--- config.mk ---
export PLATFORM = sky130hd
export DESIGN_NAME = seg_display_arbiter
export DESIGN_NICKNAME = d
export VERILOG_FILES = /design/src/rtl/seg_display_arbiter.sv
export SDC_FILE = /design/constraint.sdc
export NUM_CORES = 1
export LEC_CHECK = 0
export ABC_AREA = 1
export CAP_MARGIN = 5
export CORE_MARGIN = 2
export CORE_UTILIZATION = 64
export CTS_CLUSTER_SIZE = 12
export DETAILED_ROUTE_END_ITERATION = 12
export DONT_BUFFER_PORTS = 1
export GPL_TIMING_DRIVEN = 0
export HOLD_SLACK_MARGIN = 0.06
export PLACE_DENSITY_LB_ADDON = 0.3
export SLEW_MARGIN = 20
export SYNTH_ARGS = -nofsm -noshare
export SYNTH_HDL_FRONTEND = slang
export SYNTH_SLANG_ARGS = --single-unit
--- constraint.sdc ---
create_clock -name clk -period 2.55 [get_ports clk]
set_clock_uncertainty 0.1 [all_clocks]
set_input_delay 0.1275 -clock clk [delete_from_list [all_inputs] [get_ports clk]]
set_output_delay 0.1275 -clock clk [all_outputs]
set_load 0.03 [all_outputs]
--- src/rtl/seg_display_arbiter.sv ---
// seg_display_arbiter
//   Shares the serial 7-segment shift chain (SEGCLK/SEGCLR/SEGDT/SEGEN) between
//   the score source (port 0) and the auxiliary source (port 1). A round-robin
//   arbiter picks one frame, latches it and shifts it out MSB first.
//   Optional build macro: SEG_ARB_REFRESH_EN -- after REFRESH_CYCLES idle cycles
//   the last latched frame is resent without an ack.

module seg_display_arbiter #(
    parameter int FRAME_W = 64,
    parameter int CLK_DIV = 2
`ifdef SEG_ARB_REFRESH_EN
    ,
    parameter int REFRESH_CYCLES = 1 << 20
`endif
) (
    input  logic               clk,
    input  logic               rst,
    input  logic               req0,
    input  logic [FRAME_W-1:0] frame0,
    output logic               ack0,
    input  logic               req1,
    input  logic [FRAME_W-1:0] frame1,
    output logic               ack1,
    output logic               busy,
    output logic               SEGCLK,
    output logic               SEGCLR,
    output logic               SEGDT,
    output logic               SEGEN
);

    localparam int BIT_W = $clog2(FRAME_W);
    localparam int DIV_W = $clog2(CLK_DIV) + 1;
    localparam logic [BIT_W-1:0] BIT_LAST = BIT_W'(FRAME_W - 1);
    localparam logic [DIV_W-1:0] DIV_LAST = DIV_W'(CLK_DIV - 1);

    localparam logic [1:0] S_IDLE  = 2'd0;
    localparam logic [1:0] S_GRANT = 2'd1;
    localparam logic [1:0] S_SHIFT = 2'd2;
    localparam logic [1:0] S_DONE  = 2'd3;

    logic [1:0]         state_q, state_d;
    logic               grant_q, grant_d;           // port being served
    logic               last_grant_q, last_grant_d; // port served last (tie breaker)
    logic [FRAME_W-1:0] shreg_q, shreg_d;
    logic [BIT_W-1:0]   bit_cnt_q, bit_cnt_d;
    logic [DIV_W-1:0]   div_cnt_q, div_cnt_d;
    logic               segclk_q, segclk_d;
    logic               busy_q, busy_d;
    logic               ack0_q, ack0_d;
    logic               ack1_q, ack1_d;
    logic               chain_on_q;
    logic [FRAME_W-1:0] frame_sel;

`ifdef SEG_ARB_REFRESH_EN
    localparam int IDLE_W = $clog2(REFRESH_CYCLES + 1);
    localparam logic [IDLE_W-1:0] IDLE_LAST = IDLE_W'(REFRESH_CYCLES - 1);

    logic               refresh_q, refresh_d;       // current send is a refresh
    logic [IDLE_W-1:0]  idle_cnt_q, idle_cnt_d;
    logic [FRAME_W-1:0] last_frame_q, last_frame_d;
`endif

    // SEGDT is the MSB of the shift register: after FRAME_W shifts it is all
    // zeros, so the line idles low without a separate data flop.
    assign SEGDT  = shreg_q[FRAME_W-1];
    assign SEGCLK = segclk_q;
    assign SEGCLR = chain_on_q;
    assign SEGEN  = chain_on_q;
    assign busy   = busy_q;
    assign ack0   = ack0_q;
    assign ack1   = ack1_q;

    // Next-state logic: arbitration, frame latch and the bit/phase sequencer.
    always_comb begin
        // NOTE: every signal assigned here gets a default first; a path that
        // leaves one unassigned would infer a latch.
        state_d      = state_q;
        grant_d      = grant_q;
        last_grant_d = last_grant_q;
        shreg_d      = shreg_q;
        bit_cnt_d    = bit_cnt_q;
        div_cnt_d    = div_cnt_q;
        segclk_d     = segclk_q;
        busy_d       = busy_q;
        ack0_d       = 1'b0;
        ack1_d       = 1'b0;
        frame_sel    = grant_q ? frame1 : frame0;
`ifdef SEG_ARB_REFRESH_EN
        refresh_d    = refresh_q;
        idle_cnt_d   = idle_cnt_q;
        last_frame_d = last_frame_q;
`endif

        case (state_q)
            S_IDLE: begin
                if (req0 || req1) begin
                    state_d = S_GRANT;
                    // On a tie the port that was not served last time wins.
                    grant_d = (req0 && req1) ? ~last_grant_q : req1;
`ifdef SEG_ARB_REFRESH_EN
                    refresh_d  = 1'b0;
                    idle_cnt_d = '0;
                end else if (idle_cnt_q == IDLE_LAST) begin
                    state_d    = S_GRANT;
                    refresh_d  = 1'b1;
                    idle_cnt_d = '0;
                end else begin
                    idle_cnt_d = idle_cnt_q + IDLE_W'(1);
`endif
                end
            end

            S_GRANT: begin
                state_d   = S_SHIFT;
                busy_d    = 1'b1;
                bit_cnt_d = '0;
                div_cnt_d = '0;
                segclk_d  = 1'b0;
`ifdef SEG_ARB_REFRESH_EN
                if (refresh_q) begin
                    shreg_d = last_frame_q;
                end else begin
                    shreg_d      = frame_sel;
                    last_frame_d = frame_sel;
                    last_grant_d = grant_q;
                    ack0_d       = ~grant_q;
                    ack1_d       = grant_q;
                end
`else
                shreg_d      = frame_sel;
                last_grant_d = grant_q;
                ack0_d       = ~grant_q;
                ack1_d       = grant_q;
`endif
            end

            S_SHIFT: begin
                if (div_cnt_q == DIV_LAST) begin
                    div_cnt_d = '0;
                    if (!segclk_q) begin
                        segclk_d = 1'b1;
                    end else begin
                        // End of the high phase: drop the clock and present
                        // the next bit together, so data moves only while low.
                        segclk_d = 1'b0;
                        shreg_d  = {shreg_q[FRAME_W-2:0], 1'b0};
                        if (bit_cnt_q == BIT_LAST) begin
                            state_d = S_DONE;
                        end else begin
                            bit_cnt_d = bit_cnt_q + BIT_W'(1);
                        end
                    end
                end else begin
                    div_cnt_d = div_cnt_q + DIV_W'(1);
                end
            end

            S_DONE: begin
                state_d  = S_IDLE;
                busy_d   = 1'b0;
                segclk_d = 1'b0;
            end

            default: state_d = S_IDLE;
        endcase
    end

    // Core registers; reset aborts any frame and clears the chain.
    always_ff @(posedge clk or posedge rst) begin
        if (rst) begin
            state_q      <= S_IDLE;
            grant_q      <= 1'b0;
            last_grant_q <= 1'b1;
            // NOTE: the shift register is reset because SEGDT is taken
            // straight from its MSB and must read 0 during reset.
            shreg_q      <= '0;
            bit_cnt_q    <= '0;
            div_cnt_q    <= '0;
            segclk_q     <= 1'b0;
            busy_q       <= 1'b0;
            ack0_q       <= 1'b0;
            ack1_q       <= 1'b0;
            chain_on_q   <= 1'b0;
        end else begin
            // NOTE: non-blocking assignments so every flop samples the values
            // from before this edge, independent of statement order.
            state_q      <= state_d;
            grant_q      <= grant_d;
            last_grant_q <= last_grant_d;
            shreg_q      <= shreg_d;
            bit_cnt_q    <= bit_cnt_d;
            div_cnt_q    <= div_cnt_d;
            segclk_q     <= segclk_d;
            busy_q       <= busy_d;
            ack0_q       <= ack0_d;
            ack1_q       <= ack1_d;
            chain_on_q   <= 1'b1;
        end
    end

`ifdef SEG_ARB_REFRESH_EN
    // Refresh bookkeeping: idle timer and copy of the last real frame.
    always_ff @(posedge clk or posedge rst) begin
        if (rst) begin
            refresh_q    <= 1'b0;
            idle_cnt_q   <= '0;
            last_frame_q <= '0;
        end else begin
            refresh_q    <= refresh_d;
            idle_cnt_q   <= idle_cnt_d;
            last_frame_q <= last_frame_d;
        end
    end
`endif

endmodule

==> run metrics <==
core area=about 0.007 mm2; vias in the first global route=5446; CP Max Fanout=10; Startpoint Class=flop; footprint of the multi-input gates=0.002216 mm2; largest area contributor in the netlist=dfrtp_1; CTS tree=done; DIE AREA=between 0.007 and 0.008 mm2; peak supply drop=between 700 and 800 uV; Syn Nets=740; Non-Filler Instances=848; antenna cell count=0; DRC=0; layout cells sized above 1=under 10%; Clock transition at path regs=roughly 0.090 ns; buffer count from post-CTS setup fixing=0; commonest non-fill, non-tap cell in the layout=nand2_1; Root Buffer=clkbuf_8; Worst Max-Slew Pin Slew=approximately 0.5 ns; EDFF count, synth=0; clock sinks=81; R2R setup slack=around 0.038 ns; dpl hpwl=8.104 mm; wire length per cell=between 15 and 20 um; Pwr Density=around 1300 mW/mm2; Cell variety after synth=24; cell count of the worst reg-to-reg path=8; CTS H-Tree Depth=3; final hold vios=0; FF-to-FF Start=grant_q$_DFFE_PP0P_; Design Area, Final=roughly 0.0062 mm2; CP arrival=2.70 ns; critical path class=reg2reg; highest cell delay on the worst timing path=roughly 0.61 ns; Die Span Y=between 80 and 90 um; commonest non-fill, non-tap cells in the layout=nand2_1, dlygate4sd3_1, nand3_1; drt first pass iters=8; mapped cell area=between 0.004 and 0.005 mm2; Top Layer Used=met4; final setup fails=0; Fillers=between 200 and 300; Post-Syn Area per Cell=about 7.5 um2; met3 WL=1.712 mm; Syn. warnings=0; largest net degree at the start of global routing=52; Boundary Pins=approximately 140; DP Cell Count=between 600 and 700; Final period util=98.51%; DRT met1 WL=around 5.8 mm; Yosys reg bits=81; gr usage total=around 44%; antenna-violating nets left=0; top_reg_cell synth=dfrtp_1; Final Power=~8 mW; Area growth syn-to-layout=37.66%; fin crit period=between 2 and 3 ns; share of the synthesized area in the top cell type=44.14%; Synth area leaders=dfrtp_1, nand2_1, nand3_1, o211ai_1, clkbuf_1; Slew Viols, Final=0; DR iter-0 viols=~700; reg2reg end=shreg_q[60]$_DFFE_PP0P_; maxcap violations=0; Max-slew headroom=between 60% and 70%; initial antenna violation count=0; Max Root-Sink Buffers=2; Initial Utilization=between 60% and 70%; Met2 Wirelength=8.162 mm; leakage=3.024 nW; I/O Buffers=0; Placed Area=0.004686 mm2; post-synthesis cell count=602; Num CTS Buffers=9; Cell Rows=30; worst hold path class=in2async; die extent in x=88.19 um; register area share after synthesis=~45%; ys async rst share=between 90% and 100%; Slowest-stage cell, CP=dlygate4sd3_1; DR vias/cell=about 6.4; Placer Congestion=0.8629; status=finished clean; routed via count=between 5000 and 6000; clk_lat worst skew=approximately 0.36 ns; fmax=roughly 400 MHz; Nets=about 890; Storage cell area=slightly above 0.002 mm2; total gr overflow=0; WL final=~17 mm; Worst Path Required=2.74 ns; first-pass GRT wire length=~26 mm; Crit. End Element=flop; crit path cell chain=clkbuf_1, inv_2, clkbuf_1, nand2_1, nand3_1, dlygate4sd3_1, o211ai_1, nand2_1
## power breakdown
group	switching (mW)	internal, mW	total, mW	leakage [nW]
clock	0.478	0.551	1.03	0.0995
combinational	2.70	1.98	4.68	1.92
sequential	0.467	1.89	2.36	1.01
## cells in the mapped netlist (5+ instances only)
cell type and instances:
nor2_1 11, clkbuf_1 28, inv_1 16, nand2_1 218, o21ai_0 5, buf_2 11
dfrtp_1 80, o21ai_1 9, nand3_1 131, o211ai_1 62, ha_1 6
## per-layer routing
| metal | GRT usage [%] | vias up |
|---|---|---|
| met5 | 0 | - |
| met3 | 9.614 | 113 |
| met1 | 52.26 | 2496 |
| met4 | 27.27 | 0 |
| li1 | - | 2329 |
| met2 | 71.84 | 448 |
## kinds of logic after synthesis
group | after synthesis | share of synthesized area, %
AND/OR/NAND/NOR | 365 | 34.34
AO/OA/AOI/OAI | 82 | 12.58
flip-flops | 81 | 44.72
buffers and inverters | 66 | 6.427
adder cells (fa/ha/maj) | 6 | 1.655
XOR/XNOR | 1 | 0.1931
other | 1 | 0.08268
## final cells by class
| type | count | area share [%] |
|---|---|---|
| well taps | 96 | 1.924 |
| repair buffers | 134 | 21.76 |
| inverters | 18 | 1.162 |
| flip-flops and latches | 81 | 32.49 |
| plain buffers | 48 | 3.788 |
| multi-input cells | 455 | 35.49 |
| clock buffers | 11 | 2.104 |
| clock inverters | 5 | 1.283 |
## per-stage QoR
| step | TNS, ns | hold WS, ns | util [%] | setup slack (ns) |
|---|---|---|---|---|
| finish | 0 | 0.1656 | 91.39 | 0.03805 |
| global route | -0.01697 | 0.2129 | 91.39 | -0.01697 |
| global placement | -46.43 | 0.1850 | 68.15 | -0.5832 |
| detailed placement | 0 | -0.07027 | 68.59 | 0.4810 |
| floorplan | 0 | 0.1728 | - | 0.2441 |
| CTS | 0 | 0.1723 | 91.17 | 0.04002 |
## what timing repair did
action,4_1_cts,5_1_grt
hold endpoints to repair,147,0
resized for setup,0,18
setup endpoints to repair,0,60
hold buffers,133,0
## registers in the layout, summed over array words and instances (netlist names)
register,count
grant_q,1
busy,1
SEGCLK,1
bit_cnt_q,6
ack0,1
last_grant_q,1
ack1,1
state_q,2
div_cnt_q,2
shreg_q,64
SEGCLR,1
## critical path, delay by kind of cell, from the launching register on
| kind | cells | cell delay [ns] |
|---|---|---|
| buffers and inverters | 4 | 1.46 |
| DFF | 1 | 0.37 |
| and+or+nand+nor | 3 | 0.36 |
| AOI/OAI and AO/OA | 1 | 0.15 |
## worst max-delay path by stage
stage,start,to,cells past startpoint
detailed placement,state_q[0]$_DFFE_PP0P_,shreg_q[9]$_DFFE_PP0P_,7
CTS,state_q[0]$_DFFE_PP0P_,shreg_q[44]$_DFFE_PP0P_,8
global placement,rst,shreg_q[54]$_DFFE_PP0P_,1
global route,state_q[0]$_DFFE_PP0P_,shreg_q[60]$_DFFE_PP0P_,8
floorplan,rst,SEGCLK$_DFFE_PP0P_,1
finish,grant_q$_DFFE_PP0P_,shreg_q[60]$_DFFE_PP0P_,8
(Power assumes the default switching activity.)
